`config.mk`:
```
export PLATFORM = sky130hd
export DESIGN_NAME = cache_refill_ctrl_flat
export DESIGN_NICKNAME = d
export VERILOG_FILES = /design/src/rtl/cache_refill_if.sv /design/src/rtl/cache_refill_ctrl.sv /design/src/flat_wrapper.sv
export SDC_FILE = /design/constraint.sdc
export NUM_CORES = 1
export LEC_CHECK = 0
export ABC_AREA = 1
export CAP_MARGIN = 40
export CORE_AREA = 2 2 122 183
export CTS_BUF_LIST = sky130_fd_sc_hd__clkbuf_4
export DETAILED_ROUTE_END_ITERATION = 10
export DIE_AREA = 0 0 124 185
export GPL_ROUTABILITY_DRIVEN = 1
export PLACE_DENSITY = 0.73
export SLEW_MARGIN = 40
export SYNTH_ARGS = -nofsm -noshare
export SYNTH_HDL_FRONTEND = slang
export SYNTH_SLANG_ARGS = --single-unit
```
`constraint.sdc`:
```
create_clock -name CLK -period 1.4 [get_ports CLK]
set_input_delay 0.28 -clock CLK [delete_from_list [all_inputs] [get_ports CLK]]
set_output_delay 0.28 -clock CLK [all_outputs]
set_load 0.02 [all_outputs]
```
`src/rtl/cache_refill_if.sv`:
```
// cache_refill_if: processor, cache and main-memory signals around the refill controller
interface cache_refill_if #(
  parameter int DATA_WIDTH = 32,
  parameter int ADDR_WIDTH = 10
);
  logic                  Mem_Rd;
  logic                  Mem_Wr;
  logic [ADDR_WIDTH-1:0] Address;
  logic [DATA_WIDTH-1:0] Data_in;
  logic                  Miss;
  logic                  Stall;
  logic                  block_wr;
  logic [DATA_WIDTH-1:0] cache_in0;
  logic [DATA_WIDTH-1:0] cache_in1;
  logic [DATA_WIDTH-1:0] cache_in2;
  logic [DATA_WIDTH-1:0] cache_in3;
  logic                  mem_req;
  logic                  mem_we;
  logic [ADDR_WIDTH-1:0] mem_addr;
  logic [DATA_WIDTH-1:0] mem_wdata;
  logic                  mem_ack;
  logic [DATA_WIDTH-1:0] mem_rdata;
  modport master (
    input  Mem_Rd, Mem_Wr, Address, Data_in, Miss, mem_ack, mem_rdata,
    output Stall, block_wr, cache_in0, cache_in1, cache_in2, cache_in3,
           mem_req, mem_we, mem_addr, mem_wdata
  );
  modport slave (
    output Mem_Rd, Mem_Wr, Address, Data_in, Miss, mem_ack, mem_rdata,
    input  Stall, block_wr, cache_in0, cache_in1, cache_in2, cache_in3,
           mem_req, mem_we, mem_addr, mem_wdata
  );
endinterface

```
`src/rtl/cache_refill_ctrl.sv`:
```
// cache_refill_ctrl: read-miss block refill and store write-through between processor, cache and memory
module cache_refill_ctrl #(
  parameter int DATA_WIDTH = 32,
  parameter int ADDR_WIDTH = 10,
  parameter int OFFSET     = 2
) (
  input  logic            CLK,
  input  logic            rst,
  cache_refill_if.master  bus
);
  typedef enum logic [1:0] {IDLE, FILL, LOAD, WTHRU} state_t;
  state_t                       state_q, state_d;
  logic [ADDR_WIDTH-OFFSET-1:0] base_q, base_d;
  logic [OFFSET-1:0]            word_cnt_q, word_cnt_d;
  logic [ADDR_WIDTH-1:0]        waddr_q, waddr_d;
  logic [DATA_WIDTH-1:0]        wdata_q, wdata_d;
  logic [DATA_WIDTH-1:0]        buf_q [4];
  assign bus.cache_in0 = buf_q[0];
  assign bus.cache_in1 = buf_q[1];
  assign bus.cache_in2 = buf_q[2];
  assign bus.cache_in3 = buf_q[3];
  // state and refill buffer; reset discards any partially fetched block
  always_ff @(posedge CLK) begin
    if (rst) begin
      state_q    <= IDLE;
      base_q     <= '0;
      word_cnt_q <= '0;
      waddr_q    <= '0;
      wdata_q    <= '0;
      buf_q      <= '{default: '0};
    end else begin
      state_q    <= state_d;
      base_q     <= base_d;
      word_cnt_q <= word_cnt_d;
      waddr_q    <= waddr_d;
      wdata_q    <= wdata_d;
      if (state_q == FILL && bus.mem_ack) buf_q[word_cnt_q] <= bus.mem_rdata;
    end
  end
  // next state, memory bus drive and processor stall; a store wins over a simultaneous load
  always_comb begin
    state_d       = state_q;
    base_d        = base_q;
    word_cnt_d    = word_cnt_q;
    waddr_d       = waddr_q;
    wdata_d       = wdata_q;
    bus.Stall     = 1'b0;
    bus.block_wr  = 1'b0;
    bus.mem_req   = 1'b0;
    bus.mem_we    = 1'b0;
    bus.mem_addr  = '0;
    bus.mem_wdata = '0;
    case (state_q)
      IDLE: begin
        bus.Stall = bus.Mem_Wr || (bus.Mem_Rd && bus.Miss);
        if (bus.Mem_Wr) begin
          waddr_d = bus.Address;
          wdata_d = bus.Data_in;
          state_d = WTHRU;
        end else if (bus.Mem_Rd && bus.Miss) begin
          base_d     = bus.Address[ADDR_WIDTH-1:OFFSET];
          word_cnt_d = '0;
          state_d    = FILL;
        end
      end
      FILL: begin
        bus.Stall    = 1'b1;
        bus.mem_req  = 1'b1;
        bus.mem_addr = {base_q, word_cnt_q};
        if (bus.mem_ack) begin
          word_cnt_d = word_cnt_q + OFFSET'(1);
          state_d    = (word_cnt_q == '1) ? LOAD : FILL;
        end
      end
      LOAD: begin
        bus.Stall    = 1'b1;
        bus.block_wr = 1'b1;
        state_d      = IDLE;
      end
      WTHRU: begin
        bus.Stall     = !bus.mem_ack;
        bus.mem_req   = 1'b1;
        bus.mem_we    = 1'b1;
        bus.mem_addr  = waddr_q;
        bus.mem_wdata = wdata_q;
        state_d       = bus.mem_ack ? IDLE : WTHRU;
      end
    endcase
  end
endmodule

```
`src/flat_wrapper.sv`:
```
// flat-port wrapper written by rule: the top's interface ports become plain ports
module cache_refill_ctrl_flat 
#(
  parameter int DATA_WIDTH = 32,
  parameter int ADDR_WIDTH = 10,
  parameter int OFFSET     = 2
)
  (CLK, rst, bus_Mem_Rd, bus_Mem_Wr, bus_Address, bus_Data_in, bus_Miss, bus_mem_ack, bus_mem_rdata, bus_Stall, bus_block_wr, bus_cache_in0, bus_cache_in1, bus_cache_in2, bus_cache_in3, bus_mem_req, bus_mem_we, bus_mem_addr, bus_mem_wdata);
  cache_refill_if #(.DATA_WIDTH(DATA_WIDTH), .ADDR_WIDTH(ADDR_WIDTH)) bus_i ();
  input  logic CLK;
  input  logic rst;
  input wire logic [$bits(bus_i.Mem_Rd)-1:0] bus_Mem_Rd;
  input wire logic [$bits(bus_i.Mem_Wr)-1:0] bus_Mem_Wr;
  input wire logic [$bits(bus_i.Address)-1:0] bus_Address;
  input wire logic [$bits(bus_i.Data_in)-1:0] bus_Data_in;
  input wire logic [$bits(bus_i.Miss)-1:0] bus_Miss;
  input wire logic [$bits(bus_i.mem_ack)-1:0] bus_mem_ack;
  input wire logic [$bits(bus_i.mem_rdata)-1:0] bus_mem_rdata;
  output wire logic [$bits(bus_i.Stall)-1:0] bus_Stall;
  output wire logic [$bits(bus_i.block_wr)-1:0] bus_block_wr;
  output wire logic [$bits(bus_i.cache_in0)-1:0] bus_cache_in0;
  output wire logic [$bits(bus_i.cache_in1)-1:0] bus_cache_in1;
  output wire logic [$bits(bus_i.cache_in2)-1:0] bus_cache_in2;
  output wire logic [$bits(bus_i.cache_in3)-1:0] bus_cache_in3;
  output wire logic [$bits(bus_i.mem_req)-1:0] bus_mem_req;
  output wire logic [$bits(bus_i.mem_we)-1:0] bus_mem_we;
  output wire logic [$bits(bus_i.mem_addr)-1:0] bus_mem_addr;
  output wire logic [$bits(bus_i.mem_wdata)-1:0] bus_mem_wdata;
  assign bus_i.Mem_Rd = bus_Mem_Rd;
  assign bus_i.Mem_Wr = bus_Mem_Wr;
  assign bus_i.Address = bus_Address;
  assign bus_i.Data_in = bus_Data_in;
  assign bus_i.Miss = bus_Miss;
  assign bus_i.mem_ack = bus_mem_ack;
  assign bus_i.mem_rdata = bus_mem_rdata;
  assign bus_Stall = bus_i.Stall;
  assign bus_block_wr = bus_i.block_wr;
  assign bus_cache_in0 = bus_i.cache_in0;
  assign bus_cache_in1 = bus_i.cache_in1;
  assign bus_cache_in2 = bus_i.cache_in2;
  assign bus_cache_in3 = bus_i.cache_in3;
  assign bus_mem_req = bus_i.mem_req;
  assign bus_mem_we = bus_i.mem_we;
  assign bus_mem_addr = bus_i.mem_addr;
  assign bus_mem_wdata = bus_i.mem_wdata;
  cache_refill_ctrl #(.DATA_WIDTH(DATA_WIDTH), .ADDR_WIDTH(ADDR_WIDTH), .OFFSET(OFFSET)) u_core (.CLK(CLK), .rst(rst), .bus(bus_i));
endmodule
```
==> results.sh <==
export IMPL_status="finished, violations left"
export IMPL_violations="setup timing"
export IMPL_clockPowerShare=0.154
export IMPL_synth_area_top_cells="dfxtp_1, a21oi_1, inv_1"
export IMPL_hold_buffers=0
export IMPL_utilization=0.640
export IMPL_synthFlopType="dfxtp_1"
export IMPL_total_power_w=0.0187
export IMPL_drive_above_1_share=0.584
export IMPL_dieArea_um2=22900
export IMPL_drc_errors=0
export IMPL_finalMaxSlewViolations=0
export IMPL_ys_seq_area_frac=0.496
export IMPL_synth_top_cell_area_share=0.496
export IMPL_cp_arrival_ps=1900
export IMPL_synthTopCellsByCount="dfxtp_1, inv_1, a21oi_1, o21ai_0, nor2_1"
export IMPL_worst_pin_slew_ps=425
export IMPL_grt_total_usage=0.214
export IMPL_clockRootBuffer="clkbuf_4"
export IMPL_hp_class="input pin to flip-flop"
export IMPL_syn_avg_cell_area_um2=7.84
export IMPL_grt_max_degree=39
export IMPL_swShare=0.384
export IMPL_routed_wl_um=29500
export IMPL_fmax_ghz=0.459
export IMPL_peakVddDrop_v=0.00106
export IMPL_final_cells=1570
export IMPL_htree_levels=4
export IMPL_p_per_area_nw_per_um2=1360
export IMPL_power_frac_comb=0.490
export IMPL_rsz0062_at_grt="true"
export IMPL_p_int_w=0.0115
export IMPL_synth_nets=1029
export IMPL_dp_slack_ps=-564
export IMPL_ys_types=26
export IMPL_setup_ws_ps=-777
export IMPL_drtAntennaViolNets=0
export IMPL_clk_pin_slew_ps=170
export IMPL_synthMostInstantiatedCell="dfxtp_1"
export IMPL_fin_nets=1375
export IMPL_critPathLaunchType="flip-flop"
export IMPL_fin_worst_skew_ps=29.5
export IMPL_synth_edff_count=0
export IMPL_switching_power_w=0.00718
export IMPL_place_inst=1462
export IMPL_critical_path_class="flip-flop to output pin"
export IMPL_gp_congestion=0.824
export IMPL_grt_overflow=0
export IMPL_syn_cell_area_um2=7350
export IMPL_cap_violations=0
export IMPL_syn_inst=938
export IMPL_cts_made_buffers=17
export IMPL_clock_path_buffers=2
export IMPL_min_period_ps=2180
export IMPL_core_area_um2=21500
export IMPL_yosys_area_top_type="dfxtp_1"
export IMPL_drt_iter0_drc=216
export IMPL_syn2layout_area_growth_pct=86.9
export IMPL_power_leakage_nw=5.60
export IMPL_setup_viol=229
export IMPL_worstSetupEndpointType="output pin"
export IMPL_wl_per_cell_um=18.8
export IMPL_clkSinkCount=182
export IMPL_clk_latency_ps=600
export IMPL_cts_tree="built"
export IMPL_seqPwrFrac=0.356
export IMPL_ys_ff_latch=182
export IMPL_die_y_um=185
export IMPL_drtPass1Iterations=5
export IMPL_crit_fanout=5
export IMPL_timing_hold_violations_final=0
export IMPL_dp_hpwl_um=15100
export IMPL_via_per_inst=4.91
export IMPL_grt_pass1_vias=7502
export IMPL_yosysWarnings=0
export IMPL_antenna_found_initial=1
export IMPL_row_count=66
export IMPL_synthArstFlopShare=0
export IMPL_max_slew_margin=0.716
export IMPL_io_pins=254
export IMPL_fp_dieW_um=124
export IMPL_required_ps=1120
export IMPL_io_buffer_count=253
export IMPL_start_util=0.342
export IMPL_num_vias=7709
export IMPL_grt_first_pass_wirelength_um=37400
export IMPL_fin_crit_sh=1.55
## cells in the final DEF (no fill, tap or decap), types with 3 or more instances in the layout
master,instances
nand2_4,7
clkdlybuf4s50_1,79
nand2_1,53
inv_1,160
ha_4,7
nand2_2,11
nor2_2,12
inv_4,3
buf_12,25
inv_8,3
a21oi_4,3
dfxtp_2,129
clkbuf_16,13
o21ai_4,25
a21oi_1,64
nor2_1,68
buf_8,15
dfxtp_1,51
clkinv_4,3
inv_6,4
a21oi_2,65
buf_16,11
buf_4,55
clkinvlp_4,3
clkbuf_4,18
o21ai_0,30
nand3_4,6
o21ai_2,104
buf_6,183
nand3_2,3
o21ai_1,28
nor2_4,29
inv_2,9
## critical path: stages (launching register included)
cell and delay [ps]:
dfxtp_4 450, ha_4 180, nor2_4 50, buf_6 120, buf_6 110, o31ai_4 230
buf_6 150
## worst paths after layout
kind | cells after the start | slack [ps] | endpoint | startpoint
max | 6 | -780 | bus_mem_addr[1] | u_core.state_q[0]$_SDFFE_PP0P_
min | 3 | 270 | u_core.wdata_q[13]$_SDFFE_PP0P_ | bus_Data_in[13]
max reg2reg | 9 | -270 | u_core.bus.cache_in0[20]$_SDFFE_PP0P_ | u_core.state_q[1]$_SDFFE_PP0P_
min reg2reg | 2 | 460 | u_core.bus.cache_in1[1]$_SDFFE_PP0P_ | u_core.bus.cache_in1[1]$_SDFFE_PP0P_
## per-stage QoR
| step | hold WS [ps] | instance area [um2] | TNS [ps] |
|---|---|---|---|
| floorplan | 342 | 7450 | -260 |
| global placement | 429 | 10500 | -58640 |
| detailed placement | 433 | 10500 | -61490 |
| CTS | 210 | 12400 | -55950 |
| global route | 243 | 13700 | -76680 |
| finish | 269 | 13700 | -59340 |
## cell type report
type | count | area [um2]
fill | 1637 | 7730
timing repair inverter | 1 | 11.3
tap | 272 | 340
sequential | 182 | 3810
inverter | 176 | 696
clock inverter | 14 | 128
timing repair buffer | 382 | 4620
multi-input combinational | 524 | 3990
clock buffer | 18 | 135
antenna | 1 | 2.50
## flip-flops by register name (all words and copies together), names as in the netlist
name / count
u_core.waddr_q: 10
u_core.state_q: 2
u_core.bus.cache_in1: 32
u_core.bus.cache_in0: 32
u_core.wdata_q: 32
u_core.word_cnt_q: 2
u_core.base_q: 8
u_core.bus.cache_in3: 32
u_core.bus.cache_in2: 32
## kinds of logic (layout without fill, tap and decap cells)
family,Yosys count,count (layout),synth area share
flip-flops,182,182,0.496
AND/OR/NAND/NOR,189,192,0.109
AO/OA/AOI/OAI,321,321,0.220
other,0,1,0
adder cells (fa/ha/maj),11,11,0.0187
buffers and inverters,235,591,0.157
## power groups by stage
stage / clock network [W] / logic, W / registers (W)
floorplan: 0 / 0.00284 / 0.00677
global placement: 0 / 0.00537 / 0.00642
detailed placement: 0 / 0.00544 / 0.00645
CTS: 0.00297 / 0.00715 / 0.00651
global route: 0.00315 / 0.00972 / 0.00675
finish: 0.00288 / 0.00916 / 0.00666
## metal layers
metal / up-vias / track usage / wire [um] / part of all wire
met5: - / 0 / 0 / 0
met1: 3625 / 0.211 / 10500 / 0.36
met4: 0 / 0.122 / 1550 / 0.053
li1: 3693 / - / - / -
met3: 103 / 0.0533 / 1690 / 0.057
met2: 288 / 0.398 / 15700 / 0.53
## repair_timing
action	4_1_cts	5_1_grt
endpoints found under the hold margin	0	0
pin swaps	31	67
cloned	19	21
gates resized for setup	1358	300
endpoints found under the setup margin	323	356
setup buffers	36	11
Power figures use the tool's default switching activity.
